## src/rtl/cpu_pkg.sv

```systemverilog
// rtl/cpu_pkg.sv - shared CPU constants and fetch FSM state encoding
package cpu_pkg;

  localparam int PC_W     = 4;
  localparam int INSTR_W  = 8;
  localparam int RESET_PC = 0;
  localparam int CNT_W    = 8;

  typedef enum logic [1:0] {
    ST_WARMUP = 2'd0,
    ST_RUN    = 2'd1,
    ST_HALTED = 2'd2
  } fetch_state_e;

endpackage

```

## src/rtl/fetch_ir_reg.sv

```systemverilog
// rtl/fetch_ir_reg.sv - fetch/decode instruction register with load, flush and drain
module fetch_ir_reg #(
  parameter int PC_W    = 4,
  parameter int INSTR_W = 8
) (
  input  logic               clk,
  input  logic               rst_n,
  input  logic               i_load,
  input  logic               i_flush,
  input  logic               i_drain,
  input  logic [INSTR_W-1:0] i_instr,
  input  logic [PC_W-1:0]    i_pc,
  output logic [INSTR_W-1:0] o_ir,
  output logic [PC_W-1:0]    o_ir_pc,
  output logic               o_valid
);

  // Flush beats load beats drain; flush only kills the valid bit.
  always_ff @(posedge clk or negedge rst_n) begin
    if (!rst_n) begin
      o_ir    <= '0;
      o_ir_pc <= '0;
      o_valid <= 1'b0;
    end else if (i_flush) begin
      o_valid <= 1'b0;
    end else if (i_load) begin
      o_ir    <= i_instr;
      o_ir_pc <= i_pc;
      o_valid <= 1'b1;
    end else if (i_drain) begin
      o_valid <= 1'b0;
    end
  end

endmodule

```

## src/rtl/fetch_unit.sv

```systemverilog
// rtl/fetch_unit.sv - instruction fetch stage: PC, warmup/run/halt FSM, IR handshake, fetch counter
module fetch_unit #(
  parameter int PC_W     = 4,
  parameter int INSTR_W  = 8,
  parameter int RESET_PC = 0,
  parameter int CNT_W    = 8
) (
  input  logic               clk,
  input  logic               rst_n,
  output logic [PC_W-1:0]    pc_o,
  input  logic [INSTR_W-1:0] instruction_i,
  output logic [INSTR_W-1:0] ir_o,
  output logic [PC_W-1:0]    ir_pc_o,
  output logic               ir_valid_o,
  input  logic               ir_ready_i,
  input  logic               redirect_i,
  input  logic [PC_W-1:0]    redirect_pc_i,
  input  logic               halt_i,
  output logic               halted_o,
  output logic [CNT_W-1:0]   fetch_cnt_o
);
  import cpu_pkg::*;

  fetch_state_e     r_state;
  fetch_state_e     w_state_nxt;
  logic [PC_W-1:0]  r_pc;
  logic [CNT_W-1:0] r_cnt;
  logic             w_adv;
  logic             w_fetch;
  logic             w_drain;
  logic             w_hs;

  always_ff @(posedge clk or negedge rst_n) begin
    if (!rst_n) r_state <= ST_WARMUP;
    else        r_state <= w_state_nxt;
  end

  always_comb begin
    w_state_nxt = r_state;
    case (r_state)
      ST_WARMUP: w_state_nxt = ST_RUN;
      ST_RUN:    if (halt_i) w_state_nxt = ST_HALTED;
      ST_HALTED: w_state_nxt = ST_HALTED;
      default:   w_state_nxt = ST_WARMUP;
    endcase
  end

  // A halted fetch still lets the held IR drain to decode.
  assign w_adv   = (r_state == ST_RUN) & (~ir_valid_o | ir_ready_i);
  assign w_fetch = ~redirect_i & w_adv & ~halt_i;
  assign w_drain = ~redirect_i & ~w_fetch & ir_valid_o & ir_ready_i;
  assign w_hs    = ir_valid_o & ir_ready_i & ~redirect_i;

  always_ff @(posedge clk or negedge rst_n) begin
    if (!rst_n)          r_pc <= PC_W'(RESET_PC);
    else if (redirect_i) r_pc <= redirect_pc_i;
    else if (w_fetch)    r_pc <= r_pc + 1'b1;
  end

  always_ff @(posedge clk or negedge rst_n) begin
    if (!rst_n)                    r_cnt <= '0;
    else if (w_hs && r_cnt != '1)  r_cnt <= r_cnt + 1'b1;
  end

  fetch_ir_reg #(
    .PC_W    (PC_W),
    .INSTR_W (INSTR_W)
  ) u_ir (
    .clk     (clk),
    .rst_n   (rst_n),
    .i_load  (w_fetch),
    .i_flush (redirect_i),
    .i_drain (w_drain),
    .i_instr (instruction_i),
    .i_pc    (r_pc),
    .o_ir    (ir_o),
    .o_ir_pc (ir_pc_o),
    .o_valid (ir_valid_o)
  );

  assign pc_o        = r_pc;
  assign halted_o    = (r_state == ST_HALTED);
  assign fetch_cnt_o = r_cnt;

endmodule
```

## config.mk

```make
export PLATFORM = sky130hd
export DESIGN_NAME = fetch_unit
export DESIGN_NICKNAME = d
export VERILOG_FILES = /design/src/rtl/cpu_pkg.sv /design/src/rtl/fetch_ir_reg.sv /design/src/rtl/fetch_unit.sv
export SDC_FILE = /design/constraint.sdc
export NUM_CORES = 1
export LEC_CHECK = 0
export BUFFER_PORTS_ARGS = -buffer_cell sky130_fd_sc_hd__buf_2
export CORE_MARGIN = 2
export CORE_UTILIZATION = 48
export CTS_CLUSTER_DIAMETER = 40
export DETAILED_ROUTE_END_ITERATION = 10
export PLACE_DENSITY = 0.87
export SLEW_MARGIN = 20
export SYNTH_ARGS = -nofsm -noshare
export SYNTH_HDL_FRONTEND = slang
export SYNTH_SLANG_ARGS = --single-unit
```

## constraint.sdc

```tcl
create_clock -name clk -period 4.7 [get_ports clk]
set_input_delay 0.47 -clock clk [delete_from_list [all_inputs] [get_ports clk]]
set_output_delay 0.47 -clock clk [all_outputs]
set_load 0.02 [all_outputs]
```

==> results of run 1 <==
synth_stat cells, drive strengths merged, types with 2 or more instances:
| master | n | area share [%] |
|---|---|---|
| dfrtp | 27 | 53 |
| mux2 | 16 | 17 |
| nand2 | 7 | 2.0 |
| o21ai | 6 | 2.3 |
| ha | 5 | 4.9 |
| nand3 | 5 | 1.9 |
| xnor2 | 4 | 2.7 |
| a21oi | 3 | 1.2 |
| inv | 3 | 0.88 |
| nand2b | 3 | 2.0 |
| nor2 | 3 | 0.88 |
| and3 | 2 | 0.97 |
| buf | 2 | 1.8 |
| nor3 | 2 | 0.78 |
| o21a | 2 | 1.2 |
sequential cells by signal (all words and copies together) (netlist names):
name	cells
u_ir.o_ir	8
u_ir.o_ir_pc	4
r_state	2
fetch_cnt_o	8
pc_o	4
u_ir.o_valid	1
stage by stage:
stage          worst slack (ns)  power [mW]  instance area, µm²
2_1_floorplan              2.96       0.601                1280
4_1_cts                    2.95       0.809                1530
5_1_grt                    2.87       0.852                1530
6_report                   2.96       0.799                1530
3_5_place_dp               2.91       0.710                1510
3_3_place_gp               2.98       0.686                1510
layout make-up:
class / instances / area [µm²]
multi-input combinational: 68 / 572
clock buffer: 4 / 26.3
inverter: 3 / 11.3
timing repair buffer: 42 / 210
fill: 210 / 967
tap: 30 / 37.5
sequential: 27 / 676
cells by family (layout without fill, tap and decap cells):
family / after synthesis / count (layout)
flops: 27 / 27
compound gates: 13 / 13
buf+inv: 6 / 49
fa+ha+maj: 5 / 5
simple gates: 28 / 28
mux: 17 / 17
xor+xnor: 5 / 5
critical path: stages, from the launching register on:
cell      delay, ns
dfrtp_1        0.41
inv_1          0.10
ha_1           0.20
nand2b_4       0.10
or3_4          0.50
mux2_4         0.33
power groups by stage:
stage | logic (mW) | clock network (mW) | registers (mW)
2_1_floorplan | 0.160 | 0 | 0.441
3_3_place_gp | 0.332 | 0 | 0.355
3_5_place_dp | 0.346 | 0 | 0.364
4_1_cts | 0.349 | 0.101 | 0.359
5_1_grt | 0.371 | 0.112 | 0.369
6_report | 0.344 | 0.0977 | 0.358
final timing paths:
check	cells past startpoint	to	from
max reg2reg	5	u_ir.o_ir_pc[2]$_DFFE_PN0P_	r_state[1]$_DFFE_PN0P_
max	5	u_ir.o_ir_pc[2]$_DFFE_PN0P_	r_state[1]$_DFFE_PN0P_
min reg2reg	1	u_ir.o_ir[1]$_DFFE_PN0P_	u_ir.o_ir[1]$_DFFE_PN0P_
min in group clk	3	pc_o[2]$_DFFE_PN0P_	redirect_pc_i[2]
max in group asynchronous	1	r_state[0]$_DFFE_PN0P_	rst_n
min	1	u_ir.o_ir_pc[3]$_DFFE_PN0P_	rst_n
layout by cell type (no fill, tap or decap), types with 3 or more instances in the layout:
master	synthesis	final
buf_2	0	42
dfrtp_1	27	27
mux2_4	10	10
nand2_1	7	7
o21ai_0	6	6
mux2_2	6	6
nand3_1	5	5
ha_1	5	5
xnor2_1	4	4
inv_1	3	3
a21oi_1	3	3
nor2_1	3	3
clkbuf_4	0	3
per-layer routing:
metal / vias to the layer above / global-route usage [%] / part of all wire, %
li1: 441 / - / -
met1: 456 / 21.4 / 41
met2: 31 / 30.1 / 53
met3: 2 / 3.02 / 5.0
met4: 0 / 5.23 / 0.92
met5: - / 0 / 0
==> results.cfg, run 1 <==
[floorplan]
ios = 43
start_util_pct = 51.4
die-area_mm2 = 0.00311
coreArea_mm2 = 0.00250
die_w_um = 55.7
dieHeight_um = 55.7
rows = 18

[route]
avgRoutedWirePerCell_um = 14.4
first_pass_iters = 4
ant_nets = 0
totalWireLength_um = 2500
dr_total_vias = 930
drt_iter0_drc = 17
routed_via_density = 5.34
drc = 0

[pwr]
leakage_nw = 0.814
p_sw_mw = 0.301
ir_drop_v = 0.000303
combPwrFrac_pct = 43.0
clkPwrFrac_pct = 12.2
powerDensity_mw_per_mm2 = 522
switching_share_pct = 37.7
p_int_mw = 0.498
power_frac_seq_pct = 44.8

[flow_run]
maxCapViolCount = 0

[layout]
final_cells = 174
utilization_pct = 61.3
drive_above_1_share_pct = 43.8
layout.nets = 167
syn2layout_area_growth_pct = 19.3
diodes = 0

[grt]
grt_overflow = 0
grt_pass1_vias = 963
gr-usage-all-layers_pct = 17.1
antenna_found_initial = 0
grt_pass1_wl_um = 4270
grt_max_degree = 28

[sta]
period_minus_slack_ns = 1.74
finalSetupViolCount = 0
drv_slew = 0
setup_tns_ns = 0
timing.final.crit_share_pct = 36.9
hold_slack_ns = 0.145
rsz0062_at_grt = false
max_slew_margin_pct = 59.5
fin_skew_ns = 0.00417
max_clock_freq_mhz = 576
tightest_slew_ns = 0.608
final_hold_viol_count = 0

[clock_tree]
cts_max_level = 1
cts_setup_buffers = 0
ctsResizeCount = 0
cts_sinks = 27
clk_path_buf_depth = 2
clkLatencyLatePin_ns = 0.32
tritoncts = built
cts_hold_buf = 0
cts_inserted_buffers = 3
cts_root_buf = clkbuf_4
clkTransAtPathRegs_ns = 0.13

[yosys]
synth_cells = 101
synth_seq_cells = 27
seq_area_frac_synth_pct = 52.6
ys_types = 28
synth_xor_area_share_pct = 3.41
yosys.area_share.simple_pct = 12.5
yosysWarnings = 0
synth_fa_ha_area_share_pct = 4.87
syn_area_mm2 = 0.00128
avgSynthCellArea_um2 = 12.7
synth_top_family_by_area = multiplexers
synth_compound_area_share_pct = 6.04
ys.flop_type = dfrtp_1
postSynth.asyncResetShare_pct = 100
muxShareOfSynthArea_pct = 17.7
synth-edff-count = 0
syn_nets = 123

[critical_path]
r2r_slack_ns = 2.96
cp-start-kind = register
required_ns = 4.91
path_class = register to register
crit_arrival_ns = 1.95
crit_fanout = 12
endpoint_kind = register

[placement]
dp.cells = 170
dpl.hpwl_um = 1900
io_buffer_count = 42
gp_congestion = 0.729

[run_status]
outcome = finished clean

[worst_hold_path]
hp-class = input pin to asynchronous set/reset pin
Note: power is estimated with default switching activity, not from simulation.
==> inputs of run 2 (changes only) <==
- ABC_AREA: not set -> 1
- PLACE_DENSITY: 0.87 -> 0.86
- clock period: 4.7 -> 1.7 ns (I/O delays scaled with it)
==> results.cfg, run 2 <==
[run_status]
outcome = finished clean

[yosys]
yosysTopAreaCell = dfrtp_1
muxShareOfSynthArea_pct = 0
synth_compound_area_share_pct = 3.92
synth_top_family_by_area = simple AND/OR/NAND/NOR gates
ys.flop_type = dfrtp_1
synthTopCellsByCount = 77 x nand2_1, 27 x dfrtp_1, 16 x inv_1
yosysMostFrequentCell = nand2_1
yosys.area_share.simple_pct = 34.0
avgSynthCellArea_um2 = 8.18
synth_seq_cells = 27
synth_xor_area_share_pct = 1.91
synth_cells = 168
seq_area_frac_synth_pct = 49.2
ys_types = 22
yosys-top-cells-area = dfrtp_1 49%, nand2_1 21%, ha_1 4.6%, inv_1 4.4%, nand3_1 2.9%
synth-edff-count = 0
syn_area_mm2 = 0.00137
postSynth.asyncResetShare_pct = 100
yosysWarnings = 0
synth_fa_ha_area_share_pct = 4.55
syn_nets = 190
synth_top_area_share_pct = 49.2

[sta]
period_minus_slack_ns = 1.39
tightest_slew_ns = 0.594
final_hold_viol_count = 0
rsz0062_at_grt = false
drv_slew = 0
max_clock_freq_mhz = 717
setup_tns_ns = 0
finalSetupViolCount = 0
timing.final.crit_share_pct = 82.0
max_slew_margin_pct = 60.4
fin_skew_ns = 0.00300

[worst_hold_path]
hp-start = instruction_i[5]
hp-class = input pin to register

[clock_tree]
cts_setup_buffers = 0
clkLatencyLatePin_ns = 0.34
cts_root_buf = clkbuf_4
cts_sinks = 27
cts_inserted_buffers = 3
cts_max_level = 1
clkTransAtPathRegs_ns = 0.16
clk_path_buf_depth = 2
tritoncts = built

[grt]
grt_overflow = 0
gr-usage-all-layers_pct = 18.7
grt_pass1_vias = 1121
grt_max_degree = 28
antenna_found_initial = 0
grt_pass1_wl_um = 4790

[layout]
final_cells = 246
final_common_cell = nand2_1
utilization_pct = 60.9
drive_above_1_share_pct = 27.0
syn2layout_area_growth_pct = 21.1
layout_common_cells = 77 x nand2_1, 42 x buf_2, 27 x dfrtp_1
diodes = 0
layout.nets = 238

[pwr]
ir_drop_v = 0.00117
power_frac_seq_pct = 44.9
clkPwrFrac_pct = 13.1
leakage_nw = 0.942
powerDensity_mw_per_mm2 = 1380
total_power_mw = 2.29
combPwrFrac_pct = 42.0
p_int_mw = 1.28
switching_share_pct = 43.9
p_sw_mw = 1.01

[critical_path]
path_class = register to register
crit_start = r_state[1]$_DFFE_PN0P_
cp-start-kind = register
critPathMaxStageDelay_ns = 0.41
crit_top_cell = inv_1
required_ns = 1.94
slowest_stage = dfrtp_1
path_cells = inv_1 > ha_1 > inv_1 > nor2_4 > nand2_4 > nor2_8 > inv_4 > nand2_1 > o21ai_0
crit_arrival_ns = 1.64
crit_fanout = 15
endpoint_kind = register
reg2reg_from = r_state[1]$_DFFE_PN0P_

[route]
ant_nets = 0
totalWireLength_um = 2750
drc = 0
drt_iter0_drc = 37
first_pass_iters = 2
avgRoutedWirePerCell_um = 11.2
dr_total_vias = 1166
routed_via_density = 4.74

[floorplan]
ios = 43
coreArea_mm2 = 0.00273
die-area_mm2 = 0.00331
start_util_pct = 50.3
die_w_um = 57.5
dieHeight_um = 57.5
rows = 19

[placement]
dpl.hpwl_um = 2030
io_buffer_count = 42
dp.cells = 239
gp_congestion = 0.783

[flow_run]
maxCapViolCount = 0
[run 2: worst paths after layout]
check / end / slack (ns) / cells past startpoint
max: u_ir.o_ir_pc[3]$_DFFE_PN0P_ / 0.31 / 9
min: u_ir.o_ir[5]$_DFFE_PN0P_ / 0.02 / 3
max reg2reg: u_ir.o_ir_pc[3]$_DFFE_PN0P_ / 0.31 / 9
min reg2reg: u_ir.o_ir[6]$_DFFE_PN0P_ / 0.49 / 2
max in group asynchronous: fetch_cnt_o[0]$_DFFE_PN0P_ / 0.96 / 2
min in group asynchronous: fetch_cnt_o[5]$_DFFE_PN0P_ / 0.35 / 2
[run 2: cell families (layout without fill, tap and decap cells)]
logic type | after synthesis | in the layout
AND/OR/NAND/NOR | 103 | 103
flip-flops | 27 | 27
buffers and inverters | 20 | 67
AO/OA/AOI/OAI | 10 | 10
adder cells (fa/ha/maj) | 5 | 5
XOR/XNOR | 3 | 3
[run 2: power groups by stage]
| stage | logic, mW | registers [mW] | clock network (mW) |
|---|---|---|---|
| floorplan | 0.407 | 1.26 | 0 |
| global placement | 0.935 | 1.04 | 0 |
| detailed placement | 0.974 | 1.03 | 0 |
| CTS | 0.975 | 1.03 | 0.308 |
| global route | 1.08 | 1.06 | 0.336 |
| finish | 0.963 | 1.03 | 0.300 |
[run 2: critical path: cells and delay by family, from the launching register on]
kind	cells	cell delay, ns
AO/OA/AOI/OAI	1	0.07
adder cells (fa/ha/maj)	1	0.14
AND/OR/NAND/NOR	4	0.43
flip-flops	1	0.41
buffers and inverters	3	0.25
[run 2: area by class of cell]
class / instances / area, µm²
Inverter: 18 / 70.1
Timing Repair Buffer: 45 / 240
Multi-Input combinational cell: 121 / 609
Clock buffer: 3 / 22.5
Fill cell: 248 / 1070
Tap cell: 31 / 38.8
Sequential cell: 27 / 676
Clock inverter: 1 / 7.51
[run 2: what timing repair did]
action / 4_1_cts / 5_1_grt
hold endpoints to repair: 27 / 2
gates resized for setup: 0 / 0
hold buffers: 1 / 2
[run 2: metal layers]
layer | wire [µm] | GRT usage, %
met1 | 1250 | 23.5
met2 | 1360 | 32.1
met3 | 117 | 4.76
met4 | 21 | 4.65
met5 | 0 | 0
[run 2: metrics by stage]
step,hold slack (ns),worst slack [ns],instance area (µm²)
floorplan,-0.126,0.356,1370
finish,0.0173,0.306,1660
global route,0.00668,0.121,1660
detailed placement,0.211,0.303,1600
CTS,0.0100,0.291,1640
global placement,0.212,0.377,1600
==> inputs of run 3 (changes only) <==
- ABC_AREA: 1 -> 0
- PLACE_DENSITY: 0.86 -> 0.87
- clock period: 1.7 -> 1.3 ns (I/O delays scaled with it)
==> results.cfg, run 3 (same netlist as run 1, synthesis figures left out) <==
[critical_path]
reg2reg_from = r_state[1]$_DFFE_PN0P_
crit_start = r_state[1]$_DFFE_PN0P_
endpoint_kind = register
r2r_slack_ns = -0.23
required_ns = 1.52
r2r-end = u_ir.o_ir_pc[3]$_DFFE_PN0P_
cp-start-kind = register
path_class = register to register
crit_fanout = 6
crit_arrival_ns = 1.76
reg2regPathDepth = 5
crit_end = u_ir.o_ir_pc[3]$_DFFE_PN0P_

[sta]
hold_slack_ns = 0.00864
rsz0062_at_grt = true
max_clock_freq_mhz = 652
final_hold_viol_count = 0
period_minus_slack_ns = 1.53
finalSetupViolCount = 21
fin_skew_ns = 0.00407
timing.final.crit_share_pct = 118
drv_slew = 0
setup_tns_ns = -3.45
setup_ws_ns = -0.233
tightest_slew_ns = 0.566
max_slew_margin_pct = 62.3

[grt]
antenna_found_initial = 0
grt_overflow = 0
grt_pass1_vias = 1120
gr-usage-all-layers_pct = 22.1
grt_pass1_wl_um = 5320
grt_max_degree = 28

[clock_tree]
cts_max_level = 1
cts_root_buf = clkbuf_4
cts_sinks = 27
clkTransAtPathRegs_ns = 0.14
cts_inserted_buffers = 3
clk_path_buf_depth = 2
tritoncts = built
clkLatencyLatePin_ns = 0.32

[route]
totalWireLength_um = 3240
dr_total_vias = 1047
drc = 0
avgRoutedWirePerCell_um = 16.1
ant_nets = 0
first_pass_iters = 4
drt_iter0_drc = 17
routed_via_density = 5.21

[placement]
place_area_mm2 = 0.00171
dpl_worst_slack_ns = -0.261
io_buffer_count = 42
dp.cells = 187
dpl.hpwl_um = 2180
gp_congestion = 0.733

[pwr]
powerDensity_mw_per_mm2 = 1750
ir_drop_v = 0.00148
leakage_nw = 0.949
total_power_mw = 3.37

[floorplan]
dieHeight_um = 55.7
rows = 18
start_util_pct = 51.4
coreArea_mm2 = 0.00250
die_w_um = 55.7
ios = 43
die-area_mm2 = 0.00311

[layout]
final_common_cell = buf_2
diodes = 0
drive_above_1_share_pct = 67.3
design_area_mm2 = 0.00193
layout.nets = 194
layout_common_cells = 39 x buf_2, 20 x buf_4, 18 x dfrtp_1
syn2layout_area_growth_pct = 49.9
utilization_pct = 77.0
final_cells = 201

[run_status]
outcome = finished with violations
failed_checks = setup timing

[worst_hold_path]
hp-class = input pin to register

[flow_run]
maxCapViolCount = 0
run 3: cell count changes in the layout (fill, tap and decap cells not counted), sizes merged, moves of 3 or more:
cell,previous run,this run
nand2,81,7
mux2,0,16
nand3,9,5
nor2,8,3
nand4,4,1
buf,42,67
inv,18,3
nand2b,0,3
xnor2,1,4
o21ai,9,6
run 3: worst max-delay path: stages (launching register included):
cell      delay, ns
dfrtp_1        0.41
inv_2          0.08
ha_4           0.14
nand2b_4       0.07
or3_4          0.41
mux2_4         0.33
run 3: worst min path at each step:
| stage | from | end | cells past startpoint |
|---|---|---|---|
| floorplan | rst_n | fetch_cnt_o[0]$_DFFE_PN0P_ | 0 |
| global placement | rst_n | r_state[0]$_DFFE_PN0P_ | 1 |
| detailed placement | rst_n | u_ir.o_ir[0]$_DFFE_PN0P_ | 1 |
| CTS | redirect_pc_i[2] | pc_o[2]$_DFFE_PN0P_ | 3 |
| global route | redirect_pc_i[2] | pc_o[2]$_DFFE_PN0P_ | 3 |
| finish | redirect_pc_i[2] | pc_o[2]$_DFFE_PN0P_ | 3 |
run 3: where the power goes:
group	internal, mW	switching [mW]
Clock	0.120	0.235
Sequential	1.12	0.197
Combinational	0.881	0.821
run 3: timing repair:
item,CTS,global route
buffers inserted,5,5
gates resized for setup,15,16
hold buffers,1,0
cloned,1,0
hold endpoints to repair,27,0
setup endpoints to repair,21,26
pin swaps,9,6
run 3: per-layer routing:
metal	GRT usage, %	share of wire (%)	up-vias
li1	-	-	491
met1	25.6	39	523
met2	41.0	55	29
met3	3.26	3.9	4
met4	7.67	1.3	0
met5	0	0	-
run 3: cell type report:
type                    count  area [µm²]
clock buffers               4        26.3
well taps                  30        37.5
multi-input cells          69         716
inverters                   3        13.8
repair buffers             68         445
flip-flops and latches     27         687
fillers                   152         574
